File: src/rtl/dcache_port_arbiter.sv
// Arbitrates the single dcache request port between the CPU data port and the
// store-buffer drain port, routing in-order completions back to the issuing side.
module dcache_port_arbiter #(
    parameter int MAX_OUTSTANDING = 4,
    parameter int STARVE_LIMIT    = 8
) (
    input  logic        clk,
    input  logic        resetn,
    input  logic        cpu_data_req,
    input  logic        cpu_data_wr,
    input  logic [1:0]  cpu_data_size,
    input  logic [31:0] cpu_data_addr,
    input  logic [31:0] cpu_data_wdata,
    input  logic [3:0]  cpu_data_wstrb,
    output logic [31:0] cpu_data_rdata,
    output logic        cpu_data_addr_ok,
    output logic        cpu_data_data_ok,
    input  logic        sb_data_req,
    input  logic [31:0] sb_data_addr,
    input  logic [31:0] sb_data_wdata,
    input  logic [3:0]  sb_data_wstrb,
    input  logic        sb_urgent,
    output logic        sb_data_addr_ok,
    output logic        sb_data_data_ok,
    output logic        dcache_data_req,
    output logic        dcache_data_wr,
    output logic [1:0]  dcache_data_size,
    output logic [31:0] dcache_data_addr,
    output logic [31:0] dcache_data_wdata,
    output logic [3:0]  dcache_data_wstrb,
    input  logic [31:0] dcache_data_rdata,
    input  logic        dcache_data_addr_ok,
    input  logic        dcache_data_data_ok
);

    localparam int PTR_W = (MAX_OUTSTANDING > 1) ? $clog2(MAX_OUTSTANDING) : 1;
    localparam int CNT_W = $clog2(MAX_OUTSTANDING + 1);
    localparam int STV_W = $clog2(STARVE_LIMIT + 1);

    localparam logic [CNT_W-1:0] CNT_FULL  = CNT_W'(MAX_OUTSTANDING);
    localparam logic [CNT_W-1:0] CNT_ZERO  = CNT_W'(0);
    localparam logic [CNT_W-1:0] CNT_ONE   = CNT_W'(1);
    localparam logic [PTR_W-1:0] PTR_ONE   = PTR_W'(1);
    localparam logic [STV_W-1:0] STV_MAX   = STV_W'(STARVE_LIMIT);
    localparam logic [STV_W-1:0] STV_ZERO  = STV_W'(0);
    localparam logic [STV_W-1:0] STV_ONE   = STV_W'(1);
    localparam logic             OWNER_CPU = 1'b0;
    localparam logic             OWNER_SB  = 1'b1;

    logic [MAX_OUTSTANDING-1:0] tag_mem_r;
    logic [PTR_W-1:0]           wr_ptr_r;
    logic [PTR_W-1:0]           rd_ptr_r;
    logic [CNT_W-1:0]           count_r;
    logic                       lock_r;
    logic                       lock_owner_r;
    logic [STV_W-1:0]           starve_cnt_r;

    logic grant_valid_s;
    logic grant_owner_s;
    logic issue_s;
    logic accept_s;
    logic pop_s;
    logic head_owner_s;

    // Grant selection; a lock pins the grant to the requester left waiting on addr_ok.
    always_comb begin
        grant_valid_s = 1'b0;
        grant_owner_s = OWNER_CPU;
        if (lock_r) begin
            grant_owner_s = lock_owner_r;
            grant_valid_s = lock_owner_r ? sb_data_req : cpu_data_req;
        end else if (sb_data_req && (sb_urgent || (starve_cnt_r == STV_MAX) || !cpu_data_req)) begin
            grant_valid_s = 1'b1;
            grant_owner_s = OWNER_SB;
        end else if (cpu_data_req) begin
            grant_valid_s = 1'b1;
            grant_owner_s = OWNER_CPU;
        end else begin
            grant_valid_s = 1'b0;
            grant_owner_s = OWNER_CPU;
        end
    end

    // A full owner FIFO blocks issue even if a completion pops in the same cycle.
    assign issue_s      = resetn && grant_valid_s && (count_r != CNT_FULL);
    assign accept_s     = issue_s && dcache_data_addr_ok;
    assign pop_s        = resetn && dcache_data_data_ok && (count_r != CNT_ZERO);
    assign head_owner_s = tag_mem_r[rd_ptr_r];

    // Request field mux toward the dcache; idle fields are driven to zero.
    always_comb begin
        dcache_data_req   = 1'b0;
        dcache_data_wr    = 1'b0;
        dcache_data_size  = 2'd0;
        dcache_data_addr  = 32'd0;
        dcache_data_wdata = 32'd0;
        dcache_data_wstrb = 4'd0;
        if (issue_s) begin
            dcache_data_req = 1'b1;
            case (grant_owner_s)
                OWNER_SB: begin
                    dcache_data_wr    = 1'b1;
                    dcache_data_size  = 2'd2;
                    dcache_data_addr  = sb_data_addr;
                    dcache_data_wdata = sb_data_wdata;
                    dcache_data_wstrb = sb_data_wstrb;
                end
                default: begin
                    dcache_data_wr    = cpu_data_wr;
                    dcache_data_size  = cpu_data_size;
                    dcache_data_addr  = cpu_data_addr;
                    dcache_data_wdata = cpu_data_wdata;
                    dcache_data_wstrb = cpu_data_wstrb;
                end
            endcase
        end else begin
            dcache_data_req = 1'b0;
        end
    end

    assign cpu_data_addr_ok = accept_s && (grant_owner_s == OWNER_CPU);
    assign sb_data_addr_ok  = accept_s && (grant_owner_s == OWNER_SB);
    assign cpu_data_data_ok = pop_s && (head_owner_s == OWNER_CPU);
    assign sb_data_data_ok  = pop_s && (head_owner_s == OWNER_SB);
    assign cpu_data_rdata   = dcache_data_rdata;

    // Owner FIFO: push granted owner on accept, pop head on completion.
    always_ff @(posedge clk or negedge resetn) begin
        if (!resetn) begin
            tag_mem_r <= {MAX_OUTSTANDING{1'b0}};
            wr_ptr_r  <= PTR_W'(0);
            rd_ptr_r  <= PTR_W'(0);
            count_r   <= CNT_ZERO;
        end else begin
            if (accept_s) begin
                tag_mem_r[wr_ptr_r] <= grant_owner_s;
                wr_ptr_r            <= wr_ptr_r + PTR_ONE;
            end
            if (pop_s) begin
                rd_ptr_r <= rd_ptr_r + PTR_ONE;
            end
            case ({accept_s, pop_s})
                2'b10:   count_r <= count_r + CNT_ONE;
                2'b01:   count_r <= count_r - CNT_ONE;
                default: count_r <= count_r;
            endcase
        end
    end

    // Lock tracking: hold the presented request until the dcache accepts it.
    always_ff @(posedge clk or negedge resetn) begin
        if (!resetn) begin
            lock_r       <= 1'b0;
            lock_owner_r <= OWNER_CPU;
        end else if (accept_s) begin
            lock_r <= 1'b0;
        end else if (issue_s) begin
            lock_r       <= 1'b1;
            lock_owner_r <= grant_owner_s;
        end
    end

    // Starvation counter: CPU wins while the drain waits, saturating at the limit.
    always_ff @(posedge clk or negedge resetn) begin
        if (!resetn) begin
            starve_cnt_r <= STV_ZERO;
        end else if (!sb_data_req) begin
            starve_cnt_r <= STV_ZERO;
        end else if (accept_s && (grant_owner_s == OWNER_SB)) begin
            starve_cnt_r <= STV_ZERO;
        end else if (accept_s && (starve_cnt_r != STV_MAX)) begin
            starve_cnt_r <= starve_cnt_r + STV_ONE;
        end
    end

endmodule

File: config.mk
export PLATFORM = sky130hd
export DESIGN_NAME = dcache_port_arbiter
export DESIGN_NICKNAME = d
export VERILOG_FILES = /design/src/rtl/dcache_port_arbiter.sv
export SDC_FILE = /design/constraint.sdc
export NUM_CORES = 1
export LEC_CHECK = 0
export CAP_MARGIN = 25
export CORE_AREA = 2 2 113 115
export DETAILED_ROUTE_END_ITERATION = 10
export DIE_AREA = 0 0 115 117
export GPL_TIMING_DRIVEN = 0
export SYNTH_ARGS = -nofsm -noshare
export SYNTH_HDL_FRONTEND = slang
export SYNTH_SLANG_ARGS = --single-unit
File: constraint.sdc
create_clock -name clk -period 5.7 [get_ports clk]
set_input_delay 1.14 -clock clk [delete_from_list [all_inputs] [get_ports clk]]
set_output_delay 1.14 -clock clk [all_outputs]
set_load 0.03 [all_outputs]
==> impl_metrics.csv <==
group,metric,value,unit
run_status,outcome,"finished, final reports clean",
yosys,synthCells,361,
cells_and_area,nFillCells,1268,
grt,track_usage,14.4,%
sta,rsz0062_at_grt,"no",
yosys,syn_area_per_cell,6.31,um^2
clock_network,cts_sinks,17,
clock_network,numCtsBuffers,3,
power_and_ir_drop,power,0.00161,W
yosys,ys_ff_latch,17,
cells_and_area,final_nets,805,
sta,maxSlewViolCount,0,
worst_setup_path,path_max_fanout,19,
sta,fin_crit,5190,ps
sta,fmax,193,MHz
clock_network,ctsHoldBuffers,0,
clock_network,cts_setup_buffers,0,
sta,setup_tns,0,ps
worst_setup_path,critPathRequiredTime,4560,ps
worst_setup_path,cp-end-kind,"output pin",
floorplan,core_area,0.0123,mm^2
drt,routed_wirelength,11.0,mm
floorplan,die_w,115,um
placed_design,hpwlAfterDp,9.29,mm
sta,worst_slew_pin_slew,850,ps
clock_network,htree_levels,1,
clock_network,cts_tree,"yes",
floorplan,ios,286,
clock_network,cts_buffer_depth,2,
clock_network,postCtsResizedCells,0,
grt,grt_start_max_net_pins,20,
grt,grt_pass1_vias,3129,
clock_network,root_buffer,"clkbuf_16",
sta,fin_skew,1.50,ps
grt,antenna_found_initial,1,
flow_run,cap_violations,0,
yosys,syn-num-nets,547,
worst_setup_path,arrival,4050,ps
cells_and_area,final_cell_mix,"253 x clkdlybuf4s50_1, 148 x nand2_1, 68 x a21oi_1",
sta,setup_viol,0,
cells_and_area,seqCellArea,425,um^2
cells_and_area,area_growth,123,%
power_and_ir_drop,vdd_drop_max,166,uV
yosys,ys_warn_count,0,
drt,via_per_inst,4.29,
drt,ant_nets,0,
floorplan,die_h,117,um
power_and_ir_drop,p_leak,2.13,nW
power_and_ir_drop,p_per_area,317,mW/mm^2
worst_setup_path,worstSetupPathType,"input port to output pin",
drt,wire_per_inst,14.3,um
floorplan,start_util,18.5,%
floorplan,rows,41,
worst_setup_path,cp-start-kind,"input port",
drt,drt_iter0_drc,124,
cells_and_area,layout_commonest_cell,"clkdlybuf4s50_1",
placed_design,portBuffers,253,
grt,grt_overflow,0,
yosys,ys_types,39,
min_path,hold_path_class,"flip-flop to flip-flop",
sta,period_share,91.0,%
clock_network,clk_latency,250,ps
floorplan,die-area,0.0135,mm^2
yosys,synth_area,0.00228,mm^2
drt,drc_errors,0,
yosys,seq_area_frac_synth,18.7,%
sta,finalHoldViolCount,0,
grt,grt_pass1_wl,15.4,mm
clock_network,cts.reportedPaths.clkPinSlew,50,ps
cells_and_area,multi_input_area,0.00139,mm^2
drt,drt_first_pass_iters,4,
sta,relSlewSlack,43.1,%
placed_design,place.gp.congestion,0.803,
drt,via_count,3297,
cells_and_area,drive_gt1_share,9.55,%
==> sequential cells by signal, summed over array words and instances (netlist names) <==
signal	cells
lock_r	1
tag_mem_r	4
starve_cnt_r	4
lock_owner_r	1
count_r	3
wr_ptr_r	2
rd_ptr_r	2
==> per-stage QoR <==
step / instance area [um^2] / worst slack (ps) / utilization (%) / hold WS, ps / cells
finish: 5080 / 511 / 41.3 / 488 / 769
global route: 5080 / 170 / 41.3 / 521 / 768
CTS: 5080 / 362 / 41.3 / 494 / 768
detailed placement: 5000 / 377 / 40.6 / 481 / 764
global placement: 5000 / 442 / 40.6 / 471 / 764
floorplan: 2280 / 2170 / - / 453 / 361
==> Yosys cell counts (all sizes together) <==
cell    instances  area share, %
nand2         148             24
a21oi          68             15
buf            54             18
dfrtp          17             19
inv            13            2.1
nor2           11            1.8
ha              7            3.8
xnor2           5            1.9
mux2            4            2.0
nand3           4            1.1
o21ai           3           0.66
a21boi          2           0.66
a21o            2           0.66
a41o            2           0.88
clkbuf          2           0.33
nand3b          2           0.66
a211oi          1           0.33
a31oi           1           0.27
a32o            1           0.44
a41oi           1           0.71
and2            1           0.27
and3            1           0.27
and4            1           0.49
fa              1           0.88
mux2i           1           0.44
mux4            1           0.99
nand2b          1           0.27
nand4b          1           0.38
nor3            1           0.22
o21a            1           0.33
o22ai           1           0.27
o31ai           1           0.55
xor2            1           0.38
==> where the power goes <==
| group | internal [W] | leakage [nW] | total [W] | switching (W) |
|---|---|---|---|---|
| combinational | 0.000541 | 1.88 | 0.00127 | 0.000724 |
| sequential | 0.000165 | 0.215 | 0.000202 | 0.0000374 |
| clock | 0.0000947 | 0.0371 | 0.000145 | 0.0000503 |
| total | 0.000801 | 2.13 | 0.00161 | 0.000812 |
==> kinds of logic after synthesis <==
logic type	synth area share, %
compound gates	20.7
xor+xnor	2.31
fa+ha+maj	4.72
buf+inv	20.3
flops	18.7
mux	3.40
simple gates	29.9
==> per-layer routing <==
metal	track usage (%)	share of wire, %	wire length, um	vias to the layer above
met5	0	0	0	-
met4	3.13	1.4	155	0
met3	3.71	9.2	1010	10
met2	25.8	49	5410	163
met1	17.5	40	4440	1471
li1	-	-	-	1653
==> final timing paths <==
check	from	to	slack [ps]	cells after the start
setup / recovery	resetn	dcache_data_wdata[15]	510	6
hold / removal	rd_ptr_r[1]	rd_ptr_r[1]	490	1
setup reg to reg	lock_owner_r	count_r[2]	3520	10
hold reg to reg	rd_ptr_r[1]	rd_ptr_r[1]	490	1
max in group asynchronous	resetn	starve_cnt_r[0]	3800	1
min in group asynchronous	resetn	tag_mem_r[0]	1380	1
==> critical path: stages <==
cell	delay (ps)
clkdlybuf4s50_1	1030
a21boi_1	320
nand3_2	280
clkbuf_1	310
a21oi_1	240
clkdlybuf4s50_1	720
==> final cells by class <==
cell class | count | area share [%]
Antenna cell | 1 | 0.0492
Buffer | 56 | 8.15
Clock buffer | 3 | 1.48
Clock inverter | 1 | 0.148
Inverter | 13 | 0.960
Multi-Input combinational cell | 275 | 27.3
Sequential cell | 17 | 8.37
Tap cell | 150 | 3.69
Timing Repair Buffer | 253 | 49.8
Note: power is estimated with default switching activity, not from simulation.
